<file path="src/rtl/cpu_control_unit.sv">
// Hardwired Moore control unit for the single-bus datapath.
// Each instruction is sequenced through fetch (T0-T2), operand (T3-T4) and
// writeback (T5-T6) steps. The unit also handles memory wait states, a stop
// request at the instruction boundary, and halt/illegal-opcode detection.
// Strobes are decoded from the registered state and forced low while Clear is
// low, so the reset takes effect without waiting for a clock edge.
module cpu_control_unit #(
    parameter int NREGS = 16,
    parameter int CNT_W = 16
) (
    input  logic             Clock,
    input  logic             Clear,
    input  logic             Stop,
    input  logic             mem_ready,
    input  logic [31:0]      IR,
    output logic             PCout,
    output logic             Zlowout,
    output logic             ZHighout,
    output logic             MDRout,
    output logic             MARin,
    output logic             PCin,
    output logic             MDRin,
    output logic             IRin,
    output logic             Yin,
    output logic             Zin,
    output logic             HIin,
    output logic             LOin,
    output logic             IncPC,
    output logic             Read,
    output logic [NREGS-1:0] Rin,
    output logic [NREGS-1:0] Rout,
    output logic [4:0]       alu_op,
    output logic             Run,
    output logic             err,
    output logic [CNT_W-1:0] instr_count
);

    localparam logic [3:0] ST_T0     = 4'd0;
    localparam logic [3:0] ST_T1     = 4'd1;
    localparam logic [3:0] ST_T2     = 4'd2;
    localparam logic [3:0] ST_T3     = 4'd3;
    localparam logic [3:0] ST_T4     = 4'd4;
    localparam logic [3:0] ST_T5     = 4'd5;
    localparam logic [3:0] ST_T6     = 4'd6;
    localparam logic [3:0] ST_IDLE   = 4'd7;
    localparam logic [3:0] ST_HALTED = 4'd8;

    localparam logic [4:0] OP_ALU_LO = 5'b00011;
    localparam logic [4:0] OP_ALU_HI = 5'b01011;
    localparam logic [4:0] OP_DIV    = 5'b01110;
    localparam logic [4:0] OP_MUL    = 5'b01111;
    localparam logic [4:0] OP_NOP    = 5'b11010;
    localparam logic [4:0] OP_HALT   = 5'b11011;

    // Register fields wrap modulo NREGS so narrower register files still decode.
    function automatic logic [NREGS-1:0] reg_onehot(input logic [3:0] field);
        logic [NREGS-1:0] vec;
        int unsigned      idx;
        idx = 32'(field) % $unsigned(NREGS);
        vec = '0;
        for (int i = 0; i < NREGS; i++) begin
            vec[i] = (idx == $unsigned(i));
        end
        return vec;
    endfunction

    logic [3:0]       state_r;
    logic [3:0]       state_next_s;
    logic             t1_seen_r;
    logic [CNT_W-1:0] count_r;
    logic             err_r;
    logic             retire_s;
    logic             set_err_s;
    logic [4:0]       opcode_s;
    logic             is_alu_s;
    logic             is_muldiv_s;
    logic             ir_unused_s;

    assign opcode_s    = IR[31:27];
    assign is_alu_s    = (opcode_s >= OP_ALU_LO) && (opcode_s <= OP_ALU_HI);
    assign is_muldiv_s = (opcode_s == OP_MUL) || (opcode_s == OP_DIV);
    assign ir_unused_s = ^IR[14:0];

    // Next-state logic; also flags the retire cycle and illegal-opcode detection.
    always_comb begin
        state_next_s = state_r;
        retire_s     = 1'b0;
        set_err_s    = 1'b0;
        case (state_r)
            ST_T0: state_next_s = ST_T1;
            ST_T1: begin
                if (mem_ready) begin
                    state_next_s = ST_T2;
                end else begin
                    state_next_s = ST_T1;
                end
            end
            ST_T2: state_next_s = ST_T3;
            ST_T3: begin
                if (opcode_s == OP_NOP) begin
                    retire_s     = 1'b1;
                    state_next_s = Stop ? ST_IDLE : ST_T0;
                end else if (opcode_s == OP_HALT) begin
                    retire_s     = 1'b1;
                    state_next_s = ST_HALTED;
                end else if (is_alu_s || is_muldiv_s) begin
                    state_next_s = ST_T4;
                end else begin
                    set_err_s    = 1'b1;
                    state_next_s = ST_HALTED;
                end
            end
            ST_T4: state_next_s = ST_T5;
            ST_T5: begin
                if (is_muldiv_s) begin
                    state_next_s = ST_T6;
                end else begin
                    retire_s     = 1'b1;
                    state_next_s = Stop ? ST_IDLE : ST_T0;
                end
            end
            ST_T6: begin
                retire_s     = 1'b1;
                state_next_s = Stop ? ST_IDLE : ST_T0;
            end
            ST_IDLE: begin
                if (Stop) begin
                    state_next_s = ST_IDLE;
                end else begin
                    state_next_s = ST_T0;
                end
            end
            ST_HALTED: state_next_s = ST_HALTED;
            default:   state_next_s = ST_T0;
        endcase
    end

    // State register plus retire counter, sticky error and the T1-repeat flag.
    always_ff @(posedge Clock or negedge Clear) begin
        if (!Clear) begin
            state_r   <= ST_T0;
            t1_seen_r <= 1'b0;
            count_r   <= '0;
            err_r     <= 1'b0;
        end else begin
            state_r   <= state_next_s;
            t1_seen_r <= (state_r == ST_T1) && (state_next_s == ST_T1);
            if (retire_s) begin
                count_r <= count_r + CNT_W'(1);
            end else begin
                count_r <= count_r;
            end
            if (set_err_s) begin
                err_r <= 1'b1;
            end else begin
                err_r <= err_r;
            end
        end
    end

    logic [13:0]      strb_s;
    logic [NREGS-1:0] rin_s;
    logic [NREGS-1:0] rout_s;
    logic [4:0]       alu_s;
    logic             run_s;

    // Moore decode of the current state into datapath strobes and register selects.
    always_comb begin
        strb_s = 14'd0;
        rin_s  = '0;
        rout_s = '0;
        alu_s  = 5'd0;
        run_s  = 1'b1;
        // strb_s: {PCout,Zlowout,ZHighout,MDRout,MARin,PCin,MDRin,IRin,Yin,Zin,HIin,LOin,IncPC,Read}
        case (state_r)
            ST_T0: strb_s = 14'b1000_1000_0100_10;
            ST_T1: strb_s = {1'b0, 1'b1, 3'b000, !t1_seen_r, 1'b1, 6'b000000, 1'b1};
            ST_T2: strb_s = 14'b0001_0001_0000_00;
            ST_T3: begin
                if (is_alu_s || is_muldiv_s) begin
                    strb_s = 14'b0000_0000_1000_00;
                    rout_s = reg_onehot(IR[22:19]);
                end else begin
                    strb_s = 14'd0;
                end
            end
            ST_T4: begin
                strb_s = 14'b0000_0000_0100_00;
                rout_s = reg_onehot(IR[18:15]);
                alu_s  = opcode_s;
            end
            ST_T5: begin
                if (is_muldiv_s) begin
                    strb_s = 14'b0100_0000_0001_00;
                end else begin
                    strb_s = 14'b0100_0000_0000_00;
                    rin_s  = reg_onehot(IR[26:23]);
                end
            end
            ST_T6:     strb_s = 14'b0010_0000_0010_00;
            ST_IDLE:   run_s  = 1'b0;
            ST_HALTED: run_s  = 1'b0;
            default:   run_s  = 1'b0;
        endcase
    end

    assign {PCout, Zlowout, ZHighout, MDRout, MARin, PCin, MDRin,
            IRin, Yin, Zin, HIin, LOin, IncPC, Read} = strb_s & {14{Clear}};
    assign Rin         = rin_s & {NREGS{Clear}};
    assign Rout        = rout_s & {NREGS{Clear}};
    assign alu_op      = alu_s & {5{Clear}};
    assign Run         = run_s & Clear;
    assign err         = err_r;
    assign instr_count = count_r;

endmodule
</file>
<file path="config.mk">
export PLATFORM = sky130hd
export DESIGN_NAME = cpu_control_unit
export DESIGN_NICKNAME = d
export VERILOG_FILES = /design/src/rtl/cpu_control_unit.sv
export SDC_FILE = /design/constraint.sdc
export NUM_CORES = 1
export LEC_CHECK = 0
export ABC_CLOCK_PERIOD_IN_PS = 3700
export BUFFER_PORTS_ARGS = -buffer_cell sky130_fd_sc_hd__buf_4
export CORE_MARGIN = 8
export CORE_UTILIZATION = 28
export CTS_CLUSTER_DIAMETER = 150
export DETAILED_ROUTE_END_ITERATION = 7
export PLACE_DENSITY = 0.64
export SETUP_SLACK_MARGIN = 0.1
export SLEW_MARGIN = 20
export SYNTH_ARGS = -nofsm -noshare
export SYNTH_HDL_FRONTEND = slang
export SYNTH_SLANG_ARGS = --single-unit
</file>
<file path="constraint.sdc">
create_clock -name Clock -period 3.7 [get_ports Clock]
set_clock_uncertainty 0.15 [all_clocks]
set_input_delay 0.185 -clock Clock [delete_from_list [all_inputs] [get_ports Clock]]
set_output_delay 0.185 -clock Clock [all_outputs]
set_load 0.05 [all_outputs]
</file>
==> impl_metrics.env <==
export IMPL_ir_worst_vdd_mv=0.3702
export IMPL_firstDrtPassIters=4
export IMPL_slew_violations=0
export IMPL_synth_adder_area_share_pct=0.7037
export IMPL_cpMaxStageDelayCell="nor4_1"
export IMPL_clk_pin_slew_worst_paths_ns=0.09
export IMPL_area_delta_synth_final_pct=43.84
export IMPL_drt_wl_total_mm=5.928
export IMPL_tightestPinTransition_ns=0.8548
export IMPL_wl_met1_mm=2.483
export IMPL_ys_seq_area_share_pct=30.96
export IMPL_ys_warn_count=0
export IMPL_cts_num_sinks=22
export IMPL_drt_iter0_drc=107
export IMPL_min_to="state_r[1]"
export IMPL_yosys_mux_area_fraction_pct=0.6334
export IMPL_synth_cells=219
export IMPL_post_route_period_util_pct=74.93
export IMPL_synth_top_family_by_area="simple AND/OR/NAND/NOR gates"
export IMPL_antenna_found_initial=0
export IMPL_via_count=1999
export IMPL_syn_nets=256
export IMPL_path_max_fanout=33
export IMPL_r2r_end="instr_count[1]"
export IMPL_timing_fmax_mhz=360.7
export IMPL_ys_flop_type="dfrtp_1"
export IMPL_setup_viol=0
export IMPL_die_h_um=95.69
export IMPL_cp_end_kind="output pin"
export IMPL_synth_compound_area_share_pct=18.93
export IMPL_insertion_delay_ns=0.27
export IMPL_antenna_left=0
export IMPL_slowest_delay_ns=0.60
export IMPL_place_ws_ns=1.384
export IMPL_wire_per_inst_um=15.72
export IMPL_final_common_cell="buf_4"
export IMPL_overflow=0
export IMPL_place_hpwl_mm=4.598
export IMPL_io_pins=105
export IMPL_drc=0
export IMPL_fin_util_pct=40.98
export IMPL_whs_ns=0.08269
export IMPL_antenna_cells=0
export IMPL_avgSynthCellArea_um2=8.119
export IMPL_grt_pass1_vias=1926
export IMPL_async_flop_share_pct=100.0
export IMPL_gr_usage_all_layers_pct=12.47
export IMPL_p_total_mw=1.321
export IMPL_hold_start="Stop"
export IMPL_cts_made_buffers=3
export IMPL_power_density_nw_per_um2=516.5
export IMPL_outcome="finished, final reports clean"
export IMPL_die_w_um=95.69
export IMPL_crit_chain="dlygate4sd3_1 > buf_4 > nand3b_1 > nor4_1 > nand3_1 > o21ai_0 > buf_4"
export IMPL_setup_worst_path_start_class="primary input"
export IMPL_drive_gt1_share_pct=35.00
export IMPL_finalHoldViolCount=0
export IMPL_portBuffers=89
export IMPL_grt_pass1_wl_mm=9.335
export IMPL_gp_congestion=0.8308
export IMPL_start_util_pct=28.49
export IMPL_ys_ff_latch=22
export IMPL_synth_xor_area_share_pct=7.389
export IMPL_required_ns=3.37
export IMPL_rows=29
export IMPL_period_needed_ns=2.772
export IMPL_cp_common_cell="buf_4"
export IMPL_grt_max_degree=34
export IMPL_hold_path_depth=3
export IMPL_syn_area_um2=1778
export IMPL_timing_rr_start="state_r[2]"
export IMPL_slew_headroom_pct=43.01
export IMPL_min_path_type="in2reg"
export IMPL_cts_tree="done"
export IMPL_p_leak_nw=1.184
export IMPL_timing_final_ws_setup_ns=0.9275
export IMPL_htreeDepth=1
export IMPL_cap_violations=0
export IMPL_coreArea_um2=6241
export IMPL_rsz0062_at_grt="false"
export IMPL_critPathKind="in2out"
export IMPL_worstPathArrival_ns=2.44
export IMPL_die_area_um2=9156
export IMPL_vias_per_cell=5.302
export IMPL_dr_wl_met2_mm=2.789
export IMPL_root_buffer="clkbuf_8"
export IMPL_reg2reg_depth=4
export IMPL_fin_tns_setup_ns=0
export IMPL_final_cell_mix="buf_4, nor2_1, dfrtp_1"
export IMPL_routed_top_layer="met4"
export IMPL_reg2reg_slack_ns=1.37
export IMPL_synth_simple_area_share_pct=35.82
export IMPL_cts_buffer_depth=2
export IMPL_met3_length_um=620
export IMPL_nNetsFinal=338
export IMPL_ys_types=49
export IMPL_synth_edff_count=0
-- area by class of cell --
cell class	instances	area, um2
fillers	664	3684
multi-input cells	177	1129
repair buffers	91	688.2
flip-flops and latches	22	550.5
well taps	77	96.34
clock buffers	3	41.29
clock inverters	1	30.03
inverters	6	22.52
-- critical path: cells and delay by family --
family / cells / cell delay, ns
AO/OA/AOI/OAI: 1 / 0.12
buffers and inverters: 3 / 1.11
AND/OR/NAND/NOR: 3 / 1.01
-- layer usage --
layer  vias up  track usage, %
li1        961               -
met1       948           15.31
met2        86           21.14
met3         4           3.307
met4         0           2.945
met5         -               0
-- synth_stat cells (3+ instances only) --
library cell,number,area share (%)
nand2_1,21,4.4
xor2_1,14,6.9
and2_1,3,1.1
o22ai_1,5,1.8
nor2_1,22,4.6
clkbuf_1,4,0.84
nand4_1,3,1.1
a211oi_1,8,3.4
nand3b_1,8,3.4
nand2b_1,7,2.5
nor3_1,3,0.84
o32ai_1,4,2.0
a21oi_1,7,2.0
buf_2,4,1.1
nor4_1,6,2.1
dfrtp_1,22,31
o21ai_0,9,2.5
nand4b_1,3,1.5
buf_4,5,2.1
nor2b_1,5,1.8
inv_1,6,1.3
and3_1,5,1.8
nand3_1,16,4.5
-- what timing repair did --
item / 4_1_cts / 5_1_grt
gates resized for setup: 0 / 0
endpoints found under the setup margin: 0 / 0
buffers inserted: 0 / 0
hold endpoints to repair: 23 / 0
hold buffers: 2 / 0
-- cell families after synthesis --
group / Yosys count
xor+xnor: 15
mux: 1
simple gates: 115
buf+inv: 20
compound gates: 45
flops: 22
fa+ha+maj: 1
-- flip-flops by register name, summed over array words and instances, names as in the netlist --
| register | cells |
|---|---|
| t1_seen_r | 1 |
| instr_count | 16 |
| err | 1 |
| state_r | 4 |
-- through the flow --
| stage | cell area, um2 | cells |
|---|---|---|
| 2_1_floorplan | 1778 | 219 |
| 3_3_place_gp | 2466 | 371 |
| 3_5_place_dp | 2466 | 371 |
| 4_1_cts | 2557 | 377 |
| 5_1_grt | 2557 | 377 |
| 6_report | 2557 | 377 |
-- worst max path at each step --
stage	slack (ns)	startpoint	to	cells past startpoint
finish	0.93	Clear	Rout[12]	7
global route	0.75	Clear	Rout[12]	7
CTS	0.89	Clear	Rout[14]	7
detailed placement	1.38	state_r[2]	Rin[4]	4
global placement	1.36	state_r[1]	Rout[6]	5
floorplan	0.65	state_r[3]	PCin	3
-- report_power, final --
part | total [mW] | internal (mW) | switching (mW)
clock | 0.227 | 0.145 | 0.0824
sequential | 0.381 | 0.290 | 0.0917
combinational | 0.713 | 0.223 | 0.490
No activity file was read; power rests on OpenSTA's default activity.
